## src/rtl/uart_rx.sv

```systemverilog
// UART receiver: two-flop input synchronizer, oversampled start detection, data/parity/stop
// recovery, and a single-entry valid/ready output register with per-word error flags.
module uart_rx #(
    parameter int unsigned DATA_BITS   = 8,
    parameter int unsigned BAUD_RATE   = 115200,
    parameter int unsigned SYS_CLK     = 100_000_000,
    parameter int unsigned STOP_BITS   = 1,
    parameter int unsigned HAS_PARITY  = 0,
    parameter int unsigned PARITY_EVEN = 0,
    parameter int unsigned OVERSAMPLE  = 16
) (
    input  logic                 clk,
    input  logic                 reset_n,
    input  logic                 rx,
    output logic [DATA_BITS-1:0] data,
    output logic                 valid,
    input  logic                 ready,
    output logic                 parity_err,
    output logic                 frame_err,
    output logic                 overrun
);

    localparam int unsigned Div    = SYS_CLK / (BAUD_RATE * OVERSAMPLE);
    localparam int unsigned DivW   = (Div > 1) ? $clog2(Div) : 1;
    localparam int unsigned SampW  = $clog2(OVERSAMPLE);
    localparam int unsigned BitMax = (DATA_BITS > STOP_BITS) ? DATA_BITS : STOP_BITS;
    localparam int unsigned BitW   = (BitMax > 1) ? $clog2(BitMax) : 1;
    localparam logic        ParEn  = (HAS_PARITY != 0);
    localparam logic        ParEvn = (PARITY_EVEN != 0);

    typedef enum logic [2:0] {StIdle, StStart, StData, StParity, StStop} state_e;

    logic                 rx_s1_q, rx_s2_q, rx_prev_q;
    logic                 start_edge;
    logic [DivW-1:0]      div_q;
    logic                 tick;
    state_e               state_q, state_d;
    logic [SampW-1:0]     samp_cnt_q, samp_cnt_d;
    logic [BitW-1:0]      bit_cnt_q, bit_cnt_d;
    logic [DATA_BITS-1:0] shift_q, shift_d;
    logic [DATA_BITS:0]   shift_ext;
    logic                 perr_acc_q, perr_acc_d;
    logic                 ferr_acc_q, ferr_acc_d;
    logic                 samp_half, samp_last;
    logic                 deliver;
    logic [DATA_BITS-1:0] data_q, data_d;
    logic                 valid_q, valid_d;
    logic                 perr_q, perr_d;
    logic                 ferr_q, ferr_d;
    logic                 ovr_q, ovr_d;

    // Synchronizer and edge-detect history; all reset low so a line held low
    // through reset never produces a 1->0 edge.
    always_ff @(posedge clk or negedge reset_n) begin
        if (!reset_n) begin
            rx_s1_q   <= 1'b0;
            rx_s2_q   <= 1'b0;
            rx_prev_q <= 1'b0;
        end else begin
            rx_s1_q   <= rx;
            rx_s2_q   <= rx_s1_q;
            rx_prev_q <= rx_s2_q;
        end
    end

    assign start_edge = rx_prev_q & ~rx_s2_q;

    // Free-running oversample tick divider.
    always_ff @(posedge clk or negedge reset_n) begin
        if (!reset_n) begin
            div_q <= '0;
        end else if (tick) begin
            div_q <= '0;
        end else begin
            div_q <= div_q + 1'b1;
        end
    end

    assign tick      = (div_q == DivW'(Div - 1));
    assign samp_half = tick && (samp_cnt_q == SampW'(OVERSAMPLE / 2 - 1));
    assign samp_last = tick && (samp_cnt_q == SampW'(OVERSAMPLE - 1));
    assign shift_ext = {rx_s2_q, shift_q};

    // Frame FSM state and datapath registers.
    always_ff @(posedge clk or negedge reset_n) begin
        if (!reset_n) begin
            state_q    <= StIdle;
            samp_cnt_q <= '0;
            bit_cnt_q  <= '0;
            shift_q    <= '0;
            perr_acc_q <= 1'b0;
            ferr_acc_q <= 1'b0;
        end else begin
            state_q    <= state_d;
            samp_cnt_q <= samp_cnt_d;
            bit_cnt_q  <= bit_cnt_d;
            shift_q    <= shift_d;
            perr_acc_q <= perr_acc_d;
            ferr_acc_q <= ferr_acc_d;
        end
    end

    // Next-state logic: sampling decisions on tick boundaries, counters cleared on state entry.
    always_comb begin
        state_d    = state_q;
        samp_cnt_d = samp_cnt_q;
        bit_cnt_d  = bit_cnt_q;
        shift_d    = shift_q;
        perr_acc_d = perr_acc_q;
        ferr_acc_d = ferr_acc_q;
        deliver    = 1'b0;

        if (tick) begin
            samp_cnt_d = samp_last ? '0 : samp_cnt_q + 1'b1;
        end

        case (state_q)
            StIdle: begin
                if (start_edge) begin
                    state_d    = StStart;
                    perr_acc_d = 1'b0;
                    ferr_acc_d = 1'b0;
                end
            end
            StStart: begin
                if (samp_half) begin
                    // A line back high at mid start bit is a glitch, not a frame.
                    state_d = rx_s2_q ? StIdle : StData;
                end
            end
            StData: begin
                if (samp_last) begin
                    shift_d   = shift_ext[DATA_BITS:1];
                    bit_cnt_d = bit_cnt_q + 1'b1;
                    if (bit_cnt_q == BitW'(DATA_BITS - 1)) begin
                        state_d = ParEn ? StParity : StStop;
                    end
                end
            end
            StParity: begin
                if (samp_last) begin
                    perr_acc_d = rx_s2_q ^ (^shift_q) ^ ~ParEvn;
                    state_d    = StStop;
                end
            end
            StStop: begin
                if (samp_last) begin
                    if (!rx_s2_q) begin
                        ferr_acc_d = 1'b1;
                    end
                    bit_cnt_d = bit_cnt_q + 1'b1;
                    if (bit_cnt_q == BitW'(STOP_BITS - 1)) begin
                        deliver = 1'b1;
                        state_d = StIdle;
                    end
                end
            end
            default: state_d = StIdle;
        endcase

        if (state_d != state_q) begin
            samp_cnt_d = '0;
            bit_cnt_d  = '0;
        end
    end

    // Output register next-state: accept a new word when empty or being drained, else flag overrun.
    always_comb begin
        data_d  = data_q;
        valid_d = valid_q;
        perr_d  = perr_q;
        ferr_d  = ferr_q;
        ovr_d   = 1'b0;

        if (valid_q && ready) begin
            valid_d = 1'b0;
        end
        if (deliver) begin
            if (!valid_q || ready) begin
                data_d  = shift_q;
                perr_d  = perr_acc_q;
                ferr_d  = ferr_acc_d;
                valid_d = 1'b1;
            end else begin
                ovr_d = 1'b1;
            end
        end
    end

    // Output registers.
    always_ff @(posedge clk or negedge reset_n) begin
        if (!reset_n) begin
            data_q  <= '0;
            valid_q <= 1'b0;
            perr_q  <= 1'b0;
            ferr_q  <= 1'b0;
            ovr_q   <= 1'b0;
        end else begin
            data_q  <= data_d;
            valid_q <= valid_d;
            perr_q  <= perr_d;
            ferr_q  <= ferr_d;
            ovr_q   <= ovr_d;
        end
    end

    assign data       = data_q;
    assign valid      = valid_q;
    assign parity_err = perr_q;
    assign frame_err  = ferr_q;
    assign overrun    = ovr_q;

endmodule
```

## config.mk

```make
export PLATFORM = sky130hd
export DESIGN_NAME = uart_rx
export DESIGN_NICKNAME = d
export VERILOG_FILES = /design/src/rtl/uart_rx.sv
export SDC_FILE = /design/constraint.sdc
export NUM_CORES = 1
export LEC_CHECK = 0
export CORE_MARGIN = 2
export CORE_UTILIZATION = 57
export DETAILED_ROUTE_END_ITERATION = 12
export PLACE_DENSITY = 0.78
export SKIP_LAST_GASP = 1
export SYNTH_ARGS = -nofsm -noshare
export SYNTH_HDL_FRONTEND = slang
export SYNTH_SLANG_ARGS = --single-unit
```

## constraint.sdc

```tcl
create_clock -name clk -period 2.1 [get_ports clk]
set_input_delay 0.21 -clock clk [delete_from_list [all_inputs] [get_ports clk]]
set_output_delay 0.21 -clock clk [all_outputs]
set_load 0.01 [all_outputs]
```

## Yosys cells after proc, flatten, opt, wreduce, memory -nomap -nowiden

Index checks and enable logic that the tools add are counted.
W data, S select, Z words.

| word-level totals | value |
|---|---|
| output and inout port bits | 12 |
| bits in writable memories | 0 |
| latch bits | 0 |
| memories kept | 0 |
| input bits | 4 |
| bits in read-only memories | 0 |
| register bits | 41 |

| cells by class | value |
|---|---|
| divide/modulo/power cells | 0 |
| reduce and logical (&&, ||, !) cells | 17 |
| multiply operators | 0 |
| magnitude comparators | 0 |
| add/sub/neg operators | 3 |
| equal/unequal tests | 11 |
| mux-type cells | 31 |
| bitwise operators | 4 |
| shift operators | 0 |

Operators with widths:

| kind | count |
|---|---|
| $mux W3 | 10 |
| $pmux W3 S5 | 1 |
| $mux W1 | 13 |
| $mux W4 | 3 |
| $reduce_bool A2 Y1 | 4 |
| $reduce_xor A8 Y1 | 1 |
| $add A6 B1 Y6 const B | 1 |
| $eq A3 B2 Y1 const B | 2 |
| $eq A3 B3 Y1 const B | 2 |
| $eq A6 B6 Y1 const B | 1 |
| $logic_not A3 Y1 | 2 |
| $mux W6 | 1 |
| $reduce_and A2 Y1 | 3 |
| $add A4 B1 Y4 const B | 1 |
| $eq A4 B3 Y1 const B | 1 |
| $eq A4 B4 Y1 const B | 1 |
| $ne A2 B2 Y1 const B | 2 |
| $pmux W1 S2 | 2 |
| $add A3 B1 Y3 const B | 1 |
| $eq A3 B1 Y1 const B | 1 |
| $logic_and A1 B1 Y1 | 3 |
| $ne A3 B3 Y1 | 1 |
| $reduce_and A3 Y1 | 1 |
| $mux W2 | 1 |
| other kinds (6) | 7 |

## Depth between registers and ports, before layout

| logic depth | value |
|---|---|
| depth in word-level cells | 7 |
| mapped depth | 7 |

## Least setup slack after synthesis

Ideal clock, no wire load.

| timing path | value |
|---|---|
| kind | reg-to-reg |
| start point | register samp_cnt_q[0] |
| end point | register data_q[0], in the netlist data[0] |
| period minus slack after synthesis | 1.788 ns |
| buffers on the path | 1 |
| slack | 0.312 ns |
| cell stages (with the launch flop) | 7 |
| data required time | 1.975 ns |
| arrival time | 1.663 ns |
| cell sequence | dfrtp_1 ha_1 and3_4 nand4_1 nor3b_2 buf_4 mux2_2 |

| on the way | value |
|---|---|
| word-level cells in the longest chain between the ends | 5 |

Ends and longest elaborated chain:

| what | RTL line | RTL |
|---|---|---|
| start: declaration | 38 | `logic [SampW-1:0] samp_cnt_q, samp_cnt_d;` |
| start signal: assignment | 95 | `samp_cnt_q <= samp_cnt_d;` |
| $eq A4 B4 Y1 | 81 | `assign samp_last = tick && (samp_cnt_q == SampW'(OVERSAMPLE - 1));` |
| $logic_and A1 B1 Y1 | 81 |  |
| $mux W1 | 147 | `if (samp_last) begin` |
| $mux W1 | 117 | `case (state_q)` |
| $reduce_and A2 Y1 (no source line) | -- |  |
| end signal: assignment | 199 | `data_q <= data_d;` |
| end: declaration | 46 | `logic [DATA_BITS-1:0] data_q, data_d;` |

No other way between the ends.
A chain may end at the register's enable or synchronous reset.

## Final worst setup path

| timing path | value |
|---|---|
| start point | register state_q[1] |
| end point | register data_q[5], in the netlist data[5] |

| on the way | value |
|---|---|
| word-level cells in the longest chain between the ends | 3 |

Ends and longest elaborated chain:

| what | RTL line | RTL |
|---|---|---|
| start: declaration | 37 | `state_e state_q, state_d;` |
| start signal: assignment | 87 | `state_q <= StIdle;` |
| start signal: assignment | 94 | `state_q <= state_d;` |
| $eq A3 B3 Y1 | 117 |  |
| $mux W1 | 117 |  |
| $reduce_and A2 Y1 (no source line) | -- |  |

No other way between the ends.

==> results by group <==
Placement
  • Placed cell count: ~230
  • IO Port Bufs: 15
  • RD Place Congestion: approximately 0.94
  • Final HPWL DP: 2.61 mm
  • Placed cell areas: between 2000 and 2500 µm²

Cells and area
  • Non-filler cells, final: around 240
  • Sequential standard cell area: roughly 1000 µm²
  • Filler cell count: ~260
  • Multi-input gate area: slightly above 900 µm²
  • Nets: roughly 200
  • Antenna diodes: 0
  • Synth-to-Final Area Change: 12.3%
  • Final instance area: 2320 µm²
  • Layout cell share with drive strength beyond 1: between 20% and 30%

Die
  • Die boundary height: between 60 and 70 µm
  • Die Span X: roughly 64 µm
  • # IOs: 16
  • DIE AREA: ~4100 µm²
  • Starting Density: between 60% and 70%
  • Core Rows: 21
  • Core ar.: between 3000 and 4000 µm²

Logic synthesis
  • Avg Cell Area, Syn: 12.1 µm²
  • Mapped Area: a little over 2000 µm²
  • Synth Instances: around 170
  • Register bit count reported by yosys: 41
  • Sequential element share of the synthesized area: between 40 and 50%
  • Synth area leader: dfrtp_1
  • Yosys top cell area share: 49.6%
  • Unique cell type count in the Yosys netlist: 46
  • Syn Nets: between 150 and 200
  • Asr flop ratio synth: between 90% and 100%
  • Syn. warnings: 0
  • Most common library cells after synthesis: 41 x dfrtp_1, 17 x mux2_2, 12 x nand2_1
  • Top cells by area, synth: dfrtp_1 50%, mux2_2 9.3%, xnor2_1 3.8%, ha_1 3.6%, buf_6 2.7%
  • Commonest register cell after synthesis: dfrtp_1
  • Top-count cell post-synth: dfrtp_1
  • EDFF count, synth: 0

Critical path
  • Critical path startpoint: state_q[1]
  • Reg2reg end: data[5]
  • Crit-path max cell delay: 0.51 ns
  • Critical path depth: 5
  • CP cell instances: nor3b_1, nand4_1, nor3b_2, buf_4, mux2_2
  • Reg-to-reg startpoint: state_q[1]
  • Setup crit end kind: flip-flop
  • Worst EP required: 2.35 ns
  • Slowest cell on crit path: dfrtp_1
  • CP startpoint kind: flip-flop
  • Buf/Inv on CP: 1
  • Internal reg-to-reg setup slack: between 0.15 and 0.2 ns
  • CP delay by family, top: simple AND/OR/NAND/NOR gates
  • R2R depth: 5
  • CP max FO: 10
  • Worst path arrival time: 2.20 ns
  • Worst Path Class, Setup: flip-flop to flip-flop

Power and ir drop
  • PD cells: between 500 and 600 nW/µm²
  • Leak: ~0.0011 µW
  • VDD IR max: 0.452 mV
  • Sequential power share: between 60% and 70%
  • Pint: approximately 970 µW
  • NetSw: 290 µW
  • Gate power share: 4.1%
  • Sw frac: between 20 and 25%
  • Clock Power Share: about a third

Timing
  • Max-slew violation count: 0
  • Slew @ Worst Pin: 0.865 ns
  • Clock skew: a little over 0.006 ns
  • Final hold slack: 0.278 ns
  • Final Cycle Share: between 90 and 100%
  • Rel. slew slack: a little over two fifths
  • Max Clock Freq: just over 500 MHz
  • Tmin final: about 1.9 ns
  • Final setup TNS: 0 ns
  • Count of final setup violators: 0
  • Final hold violations: 0
  • Unrepaired setup endpoints after global routing: false

Worst hold path
  • Hold Crit Depth: 1
  • Worst hold path type: input port to flip-flop
  • Worst hold path endpoint: rx_s1_q
  • Hold_sp: rx

Global routing
  • Largest net degree at the start of global routing: 42
  • Grt total ovfl: 0
  • GR Util All Layers: a little over a fifth
  • Vias in the first global route: ~1,400
  • Initial antenna violation count: 0
  • First-pass GRT wire length: 6.49 mm

Clock tree
  • Clock tree root buffer cell: clkbuf_4
  • Post-cts resize count: 0
  • Clock slew at reported path FFs: 0.11 ns
  • CTS Buf Count: 5
  • Worst-Skew Late Latency: 0.36 ns
  • Clock Path Buffers: 2
  • Clock sinks: between 40 and 50
  • H-tree depth: 2
  • CTS tree: built

Drt
  • Wirelength per Cell: 15.5 µm
  • Routed via count: about 1,400
  • Post-route DRC: 0
  • Drt first pass iters: 4
  • Iter 0 DRT Violations: 63
  • Antenna-violating nets left: 0
  • Final wirelength: roughly 3.7 mm
  • Vias per cell: 5.69

Run
  • Max_cap viols: 0

Status
  • Outcome: finished, final reports clean
registers in the layout, indices dropped and copies added, names as in the netlist:
register / count
valid: 1
bit_cnt_q: 3
parity_err: 1
rx_s1_q: 1
rx_s2_q: 1
state_q: 3
samp_cnt_q: 4
perr_acc_q: 1
shift_q: 8
frame_err: 1
data: 8
rx_prev_q: 1
div_q: 6
overrun: 1
ferr_acc_q: 1
per-stage QoR:
stage / utilization, % / setup slack, ns / total power, µW
floorplan: - / 0.312 / 841
CTS: 67.9 / 0.171 / 1270
finish: 67.9 / 0.154 / 1260
global placement: 65.9 / 0.218 / 864
global route: 67.9 / 0.0836 / 1310
detailed placement: 65.9 / 0.186 / 865
logic make-up after synthesis:
family                   share of synthesized area, %
XOR/XNOR                                         6.60
AND/OR/NAND/NOR                                  15.3
AO/OA/AOI/OAI                                    7.45
multiplexers                                     12.2
buffers and inverters                            5.20
adder cells (fa/ha/maj)                          3.63
flip-flops                                       49.6
placed cells by master (no fill, tap or decap), drive strengths merged, types with 6 or more instances in the layout:
| cell type | Yosys | final |
|---|---|---|
| dfrtp | 41 | 41 |
| mux2 | 18 | 18 |
| clkdlybuf4s50 | 0 | 14 |
| nand2 | 12 | 12 |
| buf | 8 | 10 |
| nor2 | 9 | 9 |
| xnor2 | 9 | 9 |
| inv | 6 | 6 |
| ha | 6 | 6 |
| clkbuf | 2 | 6 |
worst max path at each step:
stage	to	slack [ns]
2_1_floorplan	data[0]	0.31
3_3_place_gp	data[3]	0.22
3_5_place_dp	data[5]	0.19
4_1_cts	data[5]	0.17
5_1_grt	data[3]	0.08
6_report	data[5]	0.15
power by group through the flow:
stage	registers, µW	clock network [µW]	logic (µW)
after global routing	800	452	56.7
after floorplan	814	0	27.5
after CTS	799	419	52.2
after detailed placement	815	0	50.4
final	800	407	51.3
after global placement	814	0	49.2
what timing repair did:
action,in CTS,in global routing
setup buffers,0,0
hold buffers,1,0
hold endpoints to repair,41,0
routing by layer:
metal / vias to the layer above / routed length [µm] / share of wire, % / GRT usage, %
met5: - / 0 / 0 / 0
met4: 0 / 114 / 3.1 / 10.4
met3: 9 / 157 / 4.2 / 6.51
met2: 30 / 1780 / 48 / 32.8
met1: 667 / 1660 / 45 / 26.3
li1: 654 / - / - / -
final cells by class:
type,count,share of cell area (%)
clock buffers,6,2.21
clock inverters,1,0.323
inverters,6,0.970
multi-input cells,114,40.2
flip-flops and latches,41,44.2
well taps,46,2.48
repair buffers,25,9.60
Note: power is estimated with default switching activity, not from simulation.
